[src/rtl/time_uart_tx.sv]
// time_uart_tx: sends the current BCD time as an ASCII line "HH:MM:SS" plus a line ending on an 8N1 UART pin.
// Latency: a request seen in cycle N gives LOAD in N+1 and the start bit from edge N+2; each character takes 10*DIV cycles.
// Backpressure: none; requests that arrive during a line merge into one pending line, which carries the time latched at its own LOAD.
//
// Ports:
//   clk, rst_n                      system clock and asynchronous active-low reset
//   clock_hour/minute/second [7:0]  packed BCD time from the clock core
//   trig                            one-cycle request to send the time even if it has not changed
//   uart_tx                         serial line (idles high)
//   busy                            high while a line is being sent
//   done                            one-cycle pulse after the final stop bit
// Build option: define TIME_TX_CRLF_EN to end the line with CR LF (10 chars); otherwise LF only (9 chars).
module time_uart_tx #(
  parameter int CLK_FREQ = 50_000_000,
  parameter int BAUD     = 115200
) (
  input  logic       clk,
  input  logic       rst_n,
  input  logic [7:0] clock_hour,
  input  logic [7:0] clock_minute,
  input  logic [7:0] clock_second,
  input  logic       trig,
  output logic       uart_tx,
  output logic       busy,
  output logic       done
);

  localparam int DIV = CLK_FREQ / BAUD;
  localparam int CW  = (DIV > 1) ? $clog2(DIV) : 1;
  localparam logic [CW-1:0] CNT_LAST = CW'(DIV - 1);

`ifdef TIME_TX_CRLF_EN
  localparam logic [3:0] LAST_CHAR = 4'd9;
`else
  localparam logic [3:0] LAST_CHAR = 4'd8;
`endif

  typedef enum logic [2:0] {
    S_IDLE,
    S_LOAD,
    S_START,
    S_DATA,
    S_STOP
  } state_t;

  state_t        state;
  logic [7:0]    prev_sec;
  logic          pending;
  logic [7:0]    snap_h;
  logic [7:0]    snap_m;
  logic [7:0]    snap_s;
  logic [3:0]    char_idx;
  logic [2:0]    bit_idx;
  logic [CW-1:0] cnt;
  logic          req;
  logic [7:0]    cur_char;

  // A new second or an explicit trigger both count as one request.
  assign req = (clock_second != prev_sec) || trig;

  function automatic logic [7:0] digit_ascii(input logic [3:0] d);
    return (d <= 4'd9) ? (8'h30 + {4'h0, d}) : 8'h3F;
  endfunction

  // Pick the character being sent from the frozen snapshot.
  always_comb begin
    cur_char = 8'h0A;
    case (char_idx)
      4'd0: cur_char = digit_ascii(snap_h[7:4]);
      4'd1: cur_char = digit_ascii(snap_h[3:0]);
      4'd2: cur_char = 8'h3A;
      4'd3: cur_char = digit_ascii(snap_m[7:4]);
      4'd4: cur_char = digit_ascii(snap_m[3:0]);
      4'd5: cur_char = 8'h3A;
      4'd6: cur_char = digit_ascii(snap_s[7:4]);
      4'd7: cur_char = digit_ascii(snap_s[3:0]);
`ifdef TIME_TX_CRLF_EN
      4'd8: cur_char = 8'h0D;
`else
      4'd8: cur_char = 8'h0A;
`endif
      default: cur_char = 8'h0A;
    endcase
  end

  always_ff @(posedge clk or negedge rst_n) begin
    if (!rst_n) begin
      state    <= S_IDLE;
      prev_sec <= 8'hFF;
      pending  <= 1'b0;
      snap_h   <= 8'h00;
      snap_m   <= 8'h00;
      snap_s   <= 8'h00;
      char_idx <= 4'd0;
      bit_idx  <= 3'd0;
      cnt      <= '0;
      uart_tx  <= 1'b1;
      busy     <= 1'b0;
      done     <= 1'b0;
    end else begin
      prev_sec <= clock_second;
      done     <= 1'b0;
      if (req) pending <= 1'b1;

      case (state)
        // Accepting the raw request here saves a cycle, so LOAD happens
        // in the same cycle that pending becomes set.
        S_IDLE: begin
          if (pending || req) state <= S_LOAD;
        end

        // The output is registered, so the start bit is driven here and
        // appears on the edge that enters START.
        S_LOAD: begin
          snap_h   <= clock_hour;
          snap_m   <= clock_minute;
          snap_s   <= clock_second;
          pending  <= req;
          char_idx <= 4'd0;
          cnt      <= '0;
          uart_tx  <= 1'b0;
          busy     <= 1'b1;
          state    <= S_START;
        end

        S_START: begin
          if (cnt == CNT_LAST) begin
            cnt     <= '0;
            bit_idx <= 3'd0;
            uart_tx <= cur_char[0];
            state   <= S_DATA;
          end else begin
            cnt <= cnt + 1'b1;
          end
        end

        S_DATA: begin
          if (cnt == CNT_LAST) begin
            cnt <= '0;
            if (bit_idx == 3'd7) begin
              uart_tx <= 1'b1;
              state   <= S_STOP;
            end else begin
              bit_idx <= bit_idx + 3'd1;
              uart_tx <= cur_char[bit_idx + 3'd1];
            end
          end else begin
            cnt <= cnt + 1'b1;
          end
        end

        // The next start bit follows straight after the stop bit, so there is
        // no idle gap between characters.
        S_STOP: begin
          if (cnt == CNT_LAST) begin
            cnt <= '0;
            if (char_idx == LAST_CHAR) begin
              done  <= 1'b1;
              busy  <= 1'b0;
              state <= S_IDLE;
            end else begin
              char_idx <= char_idx + 4'd1;
              uart_tx  <= 1'b0;
              state    <= S_START;
            end
          end else begin
            cnt <= cnt + 1'b1;
          end
        end

        default: state <= S_IDLE;
      endcase
    end
  end

endmodule

[config.mk]
export PLATFORM = sky130hd
export DESIGN_NAME = time_uart_tx
export DESIGN_NICKNAME = d
export VERILOG_FILES = /design/src/rtl/time_uart_tx.sv
export SDC_FILE = /design/constraint.sdc
export NUM_CORES = 1
export LEC_CHECK = 0
export ABC_AREA = 1
export BUFFER_PORTS_ARGS = -buffer_cell sky130_fd_sc_hd__buf_2
export CAP_MARGIN = 20
export CORE_MARGIN = 4
export CORE_UTILIZATION = 63
export CTS_CLUSTER_DIAMETER = 150
export DETAILED_ROUTE_END_ITERATION = 10
export PLACE_DENSITY = 0.94
export SETUP_SLACK_MARGIN = 0.5
export SLEW_MARGIN = 20
export SYNTH_ARGS = -nofsm -noshare
export SYNTH_HDL_FRONTEND = slang
export SYNTH_SLANG_ARGS = --single-unit
[constraint.sdc]
create_clock -name clk -period 2.5 [get_ports clk]
set_input_delay 0.125 -clock clk [delete_from_list [all_inputs] [get_ports clk]]
set_output_delay 0.125 -clock clk [all_outputs]
set_load 0.02 [all_outputs]
* Word-level counts from Yosys, hierarchy flattened
Index checks and enable logic that the tools add are counted.
** Word-level totals
- Input bits :: 27
- RAM bits :: 0
- Bits in read-only memories :: 0
- Flip-flop bits (word level) :: 55
- Bits in latches :: 0
- Word-level logic and storage cells :: 106
- Output and inout port bits :: 3
- Memories kept :: 0
** Operators by class
- Shift operators :: 0
- Multiply operators :: 0
- Equal/unequal tests :: 23
- Magnitude comparators :: 7
- Bitwise operators :: 0
- Reductions and logical operators :: 16
- Multiplexer cells :: 39
- Divide/modulo/power cells :: 0
- Add/sub/neg operators :: 9
** Operator list (count)
- 7-bit one-hot mux with 7 select lines :: 1
- 6-bit by 4-bit adder with 7-bit output, first input constant :: 6
- 7-bit 2-to-1 mux :: 6
- 4-bit less-or-equal comparator, second input constant :: 6
- 3-bit 2-to-1 mux :: 8
- 9-bit one-hot mux with 2 select lines :: 1
- 4-bit by 3-bit equality test with 1-bit output, second input constant :: 4
- 2-bit != test, second input constant :: 8
- 3-bit one-hot mux with 5 select lines :: 1
- 1-bit 2-to-1 mux :: 13
- 5-bit AND reduction :: 2
- 9-bit by 1-bit adder with 9-bit output, second input constant :: 1
- 9-bit equality test, second input constant :: 1
- 9-bit 2-to-1 mux :: 1
- 4-bit by 2-bit equality test with 1-bit output, second input constant :: 2
- 4-bit 2-to-1 mux :: 2
- 8-bit != test :: 1
- 4-bit one-hot mux with 2 select lines :: 1
- 2-bit nonzero test :: 4
- 3-bit by 2-bit equality test with 1-bit output, second input constant :: 2
- 3-bit equality test, second input constant :: 2
- 3-bit one-hot mux with 2 select lines :: 1
- 3-bit AND reduction :: 2
- 4-bit by 1-bit adder with 4-bit output, second input constant :: 1
- other kinds (16) :: 17

* Depth between registers and ports, before layout
Gate-level depths: netlist of the first run.
- Word-level depth :: 8
- Mapped depth :: 14
- Gate-level depth less buffers :: 14

* Worst setup path before layout of the first run
Ideal clock, no wire load.
- Path type :: reg2reg
- Start point :: register char_idx[0]
- End point :: register uart_tx
- Library setup time :: 0.068 ns
- Data required time :: 2.432 ns
- Clock period less this slack :: 1.580 ns
- Cell stages (with the launch flop) :: 15
- Path buffers :: 0
- Slack :: 0.920 ns
- Arrival time :: 1.512 ns
- Cells stage by stage :: dfrtp_1 -> inv_1 -> ha_1 -> inv_1 -> nor2_1 -> nand2_1 -> nand3_1 -> nor2_1 -> nor2_2 -> nand2_1 -> nand2_1 -> nand2_1 -> nand2_1 -> nand2_1 -> a21oi_2
** On the way
- Cells in the longest elaborated chain, start to end :: 8
- Elaborated cells between the ends (all ways) :: 19
- Those cells by class :: 9 x eq/ne; 7 x mux; 3 x reduce/logical
** RTL lines
- from (decl) :: RTL line 52 : logic [3:0] char_idx;
- from (signal assigned) :: RTL line 162 : char_idx <= char_idx + 4'd1;
- 4-bit by 3-bit equality test with 1-bit output or 4-bit by 2-bit equality test with 1-bit output (tied branches) :: RTL line 68 : case (char_idx)
- 2-bit OR reduction (no line)
- 7-bit one-hot mux with 7 select lines :: RTL line 68
- 1-bit binary-select mux with 3-bit select :: RTL line 145 : uart_tx <= cur_char[bit_idx + 3'd1];
- 1-bit 2-to-1 mux (implied by the code) :: RTL line 145
- 1-bit 2-to-1 mux :: RTL line 140 : if (bit_idx == 3'd7) begin
- 1-bit 2-to-1 mux :: RTL line 138 : if (cnt == CNT_LAST) begin
- 1-bit one-hot mux with 4 select lines :: RTL line 105 : case (state)
- to (signal assigned) :: RTL line 130 : uart_tx <= cur_char[0];
- to (signal assigned) :: RTL line 145
- to (decl) :: RTL line 23 : output logic uart_tx,
Several ways; a longest one is shown, not always the timed one. The select of a mux whose other input is x is not followed.
A chain may end at the register's enable or synchronous reset.

* Final worst setup path of the first run
Same ends and word-level chain as after synthesis.

==> impl_metrics.toml, run 1 <==
[global_routing]
grt_pass1_wl_mm = 11.4
grt_pass1_vias = 2670
grt_antenna_before_repair = 0
grt_max_degree = 36
overflow = 0
grt.total_usage_pct = 23.4

[pwr]
p_total_mw = 1.66
seqPwrFrac_pct = 56.5
leakage_nw = 1.72
p_per_area_nw_per_um2 = 493
peakVddDrop_mv = 0.306
p_sw_share_pct = 22.1
p_switching_uw = 368
power.internal_mw = 1.29
p_clk_share_pct = 36.8
p_comb_share_pct = 6.7

[layout]
fin_nets = 457
diodes = 0
drive_gt1_share_pct = 18.7
fill_cells = 334
area_growth_syn_to_layout_pct = 13.6
stdcell_count = 475
seq_area_sq_um = 1390
multi_input_area_sq_um = 1360

[logic_synthesis]
synth_edf_count = 0
syn_avg_cell_area_sq_um = 7.79
synth_nets = 416
seq_area_frac_synth_pct = 46.7
yosys_warnings = 0
netlist_instances = 381
async_flop_share_pct = 100
ys_ff_latch = 55
synth.distinct_cells = 39
netlist_area_sq_um = 2970
synth-main-ff-cell = "dfrtp_1"

[critical_path]
rr_startpoint = "char_idx[0]"
path_class = "reg2reg"
r2r_slack_ns = 0.69
crit_path_start_kind = "flip-flop"
crit_required_ns = 2.75
crit_path_end_kind = "flip-flop"
path_max_fanout = 6
startpoint = "char_idx[0]"
arrival_ns = 2.06

[die]
io-pin-count = 30
die-width_microns = 76.7
initial_core_util_pct = 66.8
core-area_sq_um = 4440
dieArea_sq_um = 5880
die_y_microns = 76.7
num_rows = 24

[route]
drt-total-wl_mm = 6.34
wl_per_cell_microns = 13.4
dr.pass1.iters = 4
drc = 0
dr.first_iter.drc_count = 265
vias = 2610
drtAntennaViolNets = 0
vias_per_cell = 5.49

[clock_network]
clock-sinks = 55
clock_latency_ns = 0.31
cts_buffers = 5
ctsHtreeMaxLevel = 2
clk_pin_slew_ns = 0.10
cts_buffer_depth = 2
ctsResizeCount = 0
cts_root_buffer = "clkbuf_8"
cts_tree = "built"

[sta]
setup_viol = 0
fin_crit_sh_pct = 72.5
min_period_ns = 1.81
maxSlewViolCount = 0
rsz0062_at_grt = "false"
fmax_mhz = 552
worst_slew_pin_slew_ns = 0.540
hold_violations = 0
relSlewSlack_pct = 64.0
tns_ns = 0
clock_skew_ns = 0.00664
fin_ws_ns = 0.688

[min_path]
hp-class = "in2reg"
min_from = "clock_minute[5]"

[flow_run]
drv_cap = 0

[place]
port_buffers = 29
dp_hpwl_mm = 4.68
dpl_worst_slack_ns = 0.729
gp_congestion = 0.993
placedCellCount = 458

[outcome]
outcome = "complete, no violations"
-- stage by stage --
| step | instance area, sq um | util [%] | hold slack (ns) |
|---|---|---|---|
| 2_1_floorplan | 2970 | - | -0.171 |
| 3_3_place_gp | 3160 | 71.2 | 0.139 |
| 3_5_place_dp | 3160 | 71.2 | 0.140 |
| 4_1_cts | 3370 | 75.9 | 0.00300 |
| 5_1_grt | 3370 | 75.9 | 0.0184 |
| 6_report | 3370 | 75.9 | 0.0112 |
-- cell type report --
class                      count  share of cell area, %
tap                           52                   1.93
sequential                    55                   41.2
inverter                      48                   5.42
clock inverter                 2                   1.04
clock buffer                   6                   2.45
multi-input combinational    271                   40.4
timing repair buffer          41                   7.64
-- cells by family after synthesis --
logic type | Yosys count | synth area share (%)
adders and majority gates | 8 | 3.37
and+or+nand+nor | 191 | 28.5
DFF | 55 | 46.7
xor gates and xnor gates | 6 | 1.77
AOI/OAI and AO/OA | 66 | 12.2
buffers and inverters | 55 | 7.42
-- path summary, 6_finish.rpt --
path | cells after the start | to
max | 12 | uart_tx
min | 3 | snap_m[5]
min in group asynchronous | 2 | snap_s[0]
min reg2reg | 2 | pending
max in group asynchronous | 3 | uart_tx
max reg2reg | 12 | uart_tx
-- routing by layer --
| metal | track usage [%] | wire length [microns] | vias to the layer above |
|---|---|---|---|
| li1 | - | - | 1297 |
| met1 | 27.6 | 2750 | 1229 |
| met2 | 42.4 | 3190 | 70 |
| met3 | 4.68 | 283 | 14 |
| met4 | 8.51 | 119 | 0 |
| met5 | 0 | 0 | - |
-- repair_timing --
item / 4_1_cts / 5_1_grt
hold buffers: 9 / 0
buffers inserted: 0 / 0
endpoints found under the setup margin: 0 / 0
hold endpoints to repair: 23 / 0
-- cell usage in the layout, fill, tap and decap left out, types with 3 or more instances in the layout --
cell | Yosys | final
nor3_1 | 10 | 10
nor2_2 | 3 | 3
inv_2 | 9 | 9
xor2_1 | 6 | 6
a21o_1 | 3 | 3
o21ai_1 | 6 | 6
dfstp_2 | 9 | 9
dfrtp_1 | 46 | 46
buf_4 | 0 | 3
clkbuf_8 | 0 | 6
dlygate4sd3_1 | 0 | 9
o21ai_0 | 26 | 26
nand2_2 | 8 | 8
inv_1 | 37 | 37
buf_2 | 3 | 29
ha_1 | 8 | 8
nand2_1 | 111 | 111
a21oi_1 | 24 | 24
nand4_1 | 3 | 3
nand3_1 | 13 | 13
nor2_1 | 31 | 31
-- cells in the mapped netlist (8+ instances only) --
library cell / instances / area share, %
o21ai_0: 26 / 4.4
nor3_1: 10 / 1.7
nand2_2: 8 / 1.7
a21oi_1: 24 / 4.0
inv_1: 37 / 4.7
nor2_1: 31 / 3.9
nand3_1: 13 / 2.2
ha_1: 8 / 3.4
inv_2: 9 / 1.1
dfstp_2: 9 / 8.0
dfrtp_1: 46 / 39
nand2_1: 111 / 14
-- flip-flops by register name, summed over array words and instances, names as in the netlist --
signal and flops:
done 1, pending 1, busy 1, snap_s 8, prev_sec 8, snap_m 8
cnt 9, char_idx 4, state 3, uart_tx 1, snap_h 8, bit_idx 3
-- power groups by stage --
stage               Combinational [mW]  Sequential (mW)  Clock [mW]
finish                           0.111            0.940       0.611
global placement                0.0966            0.954           0
detailed placement               0.101            0.956           0
global route                     0.130            0.944       0.654
CTS                              0.112            0.939       0.614
floorplan                       0.0460            0.951           0
-- worst max-delay path: stages (launching register included) --
cell	delay, ns
dfrtp_1	0.44
inv_1	0.11
ha_1	0.24
inv_1	0.11
nor2_1	0.18
nand2_1	0.08
nand3_1	0.08
o21ai_1	0.07
a21oi_1	0.14
nand2_1	0.07
nand2_1	0.06
nand2_1	0.06
a21oi_2	0.11
Note: power is estimated with default switching activity, not from simulation.
==> run 2: changes to the inputs <==
--- a/config.mk
+++ b/config.mk
@@ -9,10 +9,10 @@
 export BUFFER_PORTS_ARGS = -buffer_cell sky130_fd_sc_hd__buf_2
 export CAP_MARGIN = 20
 export CORE_MARGIN = 4
-export CORE_UTILIZATION = 63
+export CORE_UTILIZATION = 53
 export CTS_CLUSTER_DIAMETER = 150
 export DETAILED_ROUTE_END_ITERATION = 10
-export PLACE_DENSITY = 0.94
+export PLACE_DENSITY = 0.86
 export SETUP_SLACK_MARGIN = 0.5
 export SLEW_MARGIN = 20
 export SYNTH_ARGS = -nofsm -noshare
==> constraint.sdc (replaced) <==
create_clock -name clk -period 1.6 [get_ports clk]
set_input_delay 0.08 -clock clk [delete_from_list [all_inputs] [get_ports clk]]
set_output_delay 0.08 -clock clk [all_outputs]
set_load 0.02 [all_outputs]
==> impl_metrics.toml, run 2 (synthesized netlist as in run 1, its figures left out) <==
[outcome]
outcome = "finished, violations left"
violations = "negative setup slack"

[clock_network]
cts_buffer_depth = 2
ctsHtreeMaxLevel = 2
cts_tree = "built"
cts_root_buffer = "clkbuf_8"
clk_pin_slew_ns = 0.12
clock-sinks = 55
cts_buffers = 5
clock_latency_ns = 0.32

[sta]
fin_crit_sh_pct = 111
tns_ns = -0.521
fmax_mhz = 564
hold_violations = 0
worst_slew_pin_slew_ns = 0.486
maxSlewViolCount = 0
min_period_ns = 1.77
rsz0062_at_grt = "true"
fin_ws_ns = -0.172
setup_viol = 12
fin_hold_ws_ns = 0.00133
relSlewSlack_pct = 67.6
clock_skew_ns = 0.0178

[pwr]
peakVddDrop_mv = 0.586
p_per_area_nw_per_um2 = 608
leakage_nw = 2.00

[layout]
drive_gt1_share_pct = 34.0
largest_reg_flops = 9
multi_input_area_sq_um = 1620
layout_common_cells = "104 x nand2_1, 39 x dfrtp_1, 32 x buf_4, 31 x inv_1, 29 x nor2_1"
fin_nets = 510
seq_area_sq_um = 1400
final_common_cell = "nand2_1"
fin_area_sq_um = 4180
largest_register = "cnt"
area_growth_syn_to_layout_pct = 40.8
diodes = 0
fill_cells = 312

[route]
drtAntennaViolNets = 0
dr.pass1.iters = 7
dr.first_iter.drc_count = 336
drt-total-wl_mm = 8.79
vias = 3071
drc = 0
wl_per_cell_microns = 16.1
vias_per_cell = 5.62

[critical_path]
arrival_ns = 2.03
cp_cell_sequence = "inv_4, ha_4, inv_2, o21ai_1, nor2_1, and2_4, nor2_2, nand2_1, nand2_1, nand2_1, nand2_1, nand2_1, a21oi_2"
slowest_delay_ns = 0.48
crit_buf_inv = 2
crit_required_ns = 1.86
cp_slowest_cell = "dfrtp_2"
path_common_cell = "nand2_1"
crit_path_start_kind = "flip-flop"
path_max_fanout = 4
critPathTopFamily = "simple AND/OR/NAND/NOR gates"
crit_path_end_kind = "flip-flop"
path_class = "reg2reg"

[min_path]
hp-class = "in2reg"

[place]
gp_congestion = 0.888
dpl_cell_area_sq_um = 3410
port_buffers = 29
dp_hpwl_mm = 5.05
dpl_worst_slack_ns = -0.0816

[die]
initial_core_util_pct = 56.3
num_rows = 26
dieArea_sq_um = 6860
core-area_sq_um = 5270
die_y_microns = 82.8
io-pin-count = 30
die-width_microns = 82.8

[global_routing]
grt_max_degree = 37
grt_antenna_before_repair = 0
grt.total_usage_pct = 21.3
overflow = 0
grt_pass1_vias = 2745
grt_pass1_wl_mm = 12.4

[flow_run]
drv_cap = 0
[run 2: routing by layer]
metal | wire length, microns | GRT usage, % | vias to the layer above
li1 | - | - | 1416
met1 | 3340 | 27.1 | 1473
met2 | 4610 | 38.0 | 145
met3 | 530 | 2.97 | 37
met4 | 309 | 5.50 | 0
met5 | 0 | 0 | -
[run 2: path summary, 6_finish.rpt]
| check | to | slack (ns) | from | depth (start not counted) |
|---|---|---|---|---|
| worst max-delay path | uart_tx | -0.17 | char_idx[1] | 13 |
| worst min-delay path | snap_s[5] | 0.001 | clock_second[5] | 3 |
| worst max register to register | uart_tx | -0.17 | char_idx[1] | 13 |
| worst min register to register | snap_m[1] | 0.53 | snap_m[1] | 2 |
| max in group asynchronous | uart_tx | 0.74 | rst_n | 3 |
| min in group asynchronous | snap_m[7] | 0.24 | rst_n | 2 |
[run 2: worst min-delay path, stage by stage]
cell,delay (ns)
buf_2,0.11
nand2_1,0.06
nand2_1,0.05
[run 2: metrics by stage]
step	total power, mW	instances	utilization [%]
global route	2.64	546	79.3
finish	2.54	546	79.3
CTS	2.52	533	74.5
detailed placement	1.65	493	64.8
global placement	1.65	493	64.8
floorplan	1.56	381	-
[run 2: layout make-up]
class | instances | area share [%]
timing repair buffer | 94 | 18.5
inverter | 48 | 4.85
tap | 70 | 2.09
clock inverter | 3 | 0.808
sequential | 55 | 33.4
multi-input combinational | 271 | 38.7
clock buffer | 5 | 1.65
[run 2: repair_timing]
item                       4_1_cts  5_1_grt
gates cloned                     0        1
gates resized for setup         23       35
hold endpoints to repair        44        0
setup endpoints to repair       48       48
buffers inserted                 7       12
pin swaps                       13       22
hold buffers                    25        0
[run 2: report_power, final]
part           internal (mW)  switching [mW]  total (mW)
clock                  0.331           0.521       0.852
combinational          0.108           0.111       0.219
sequential              1.44          0.0312        1.47
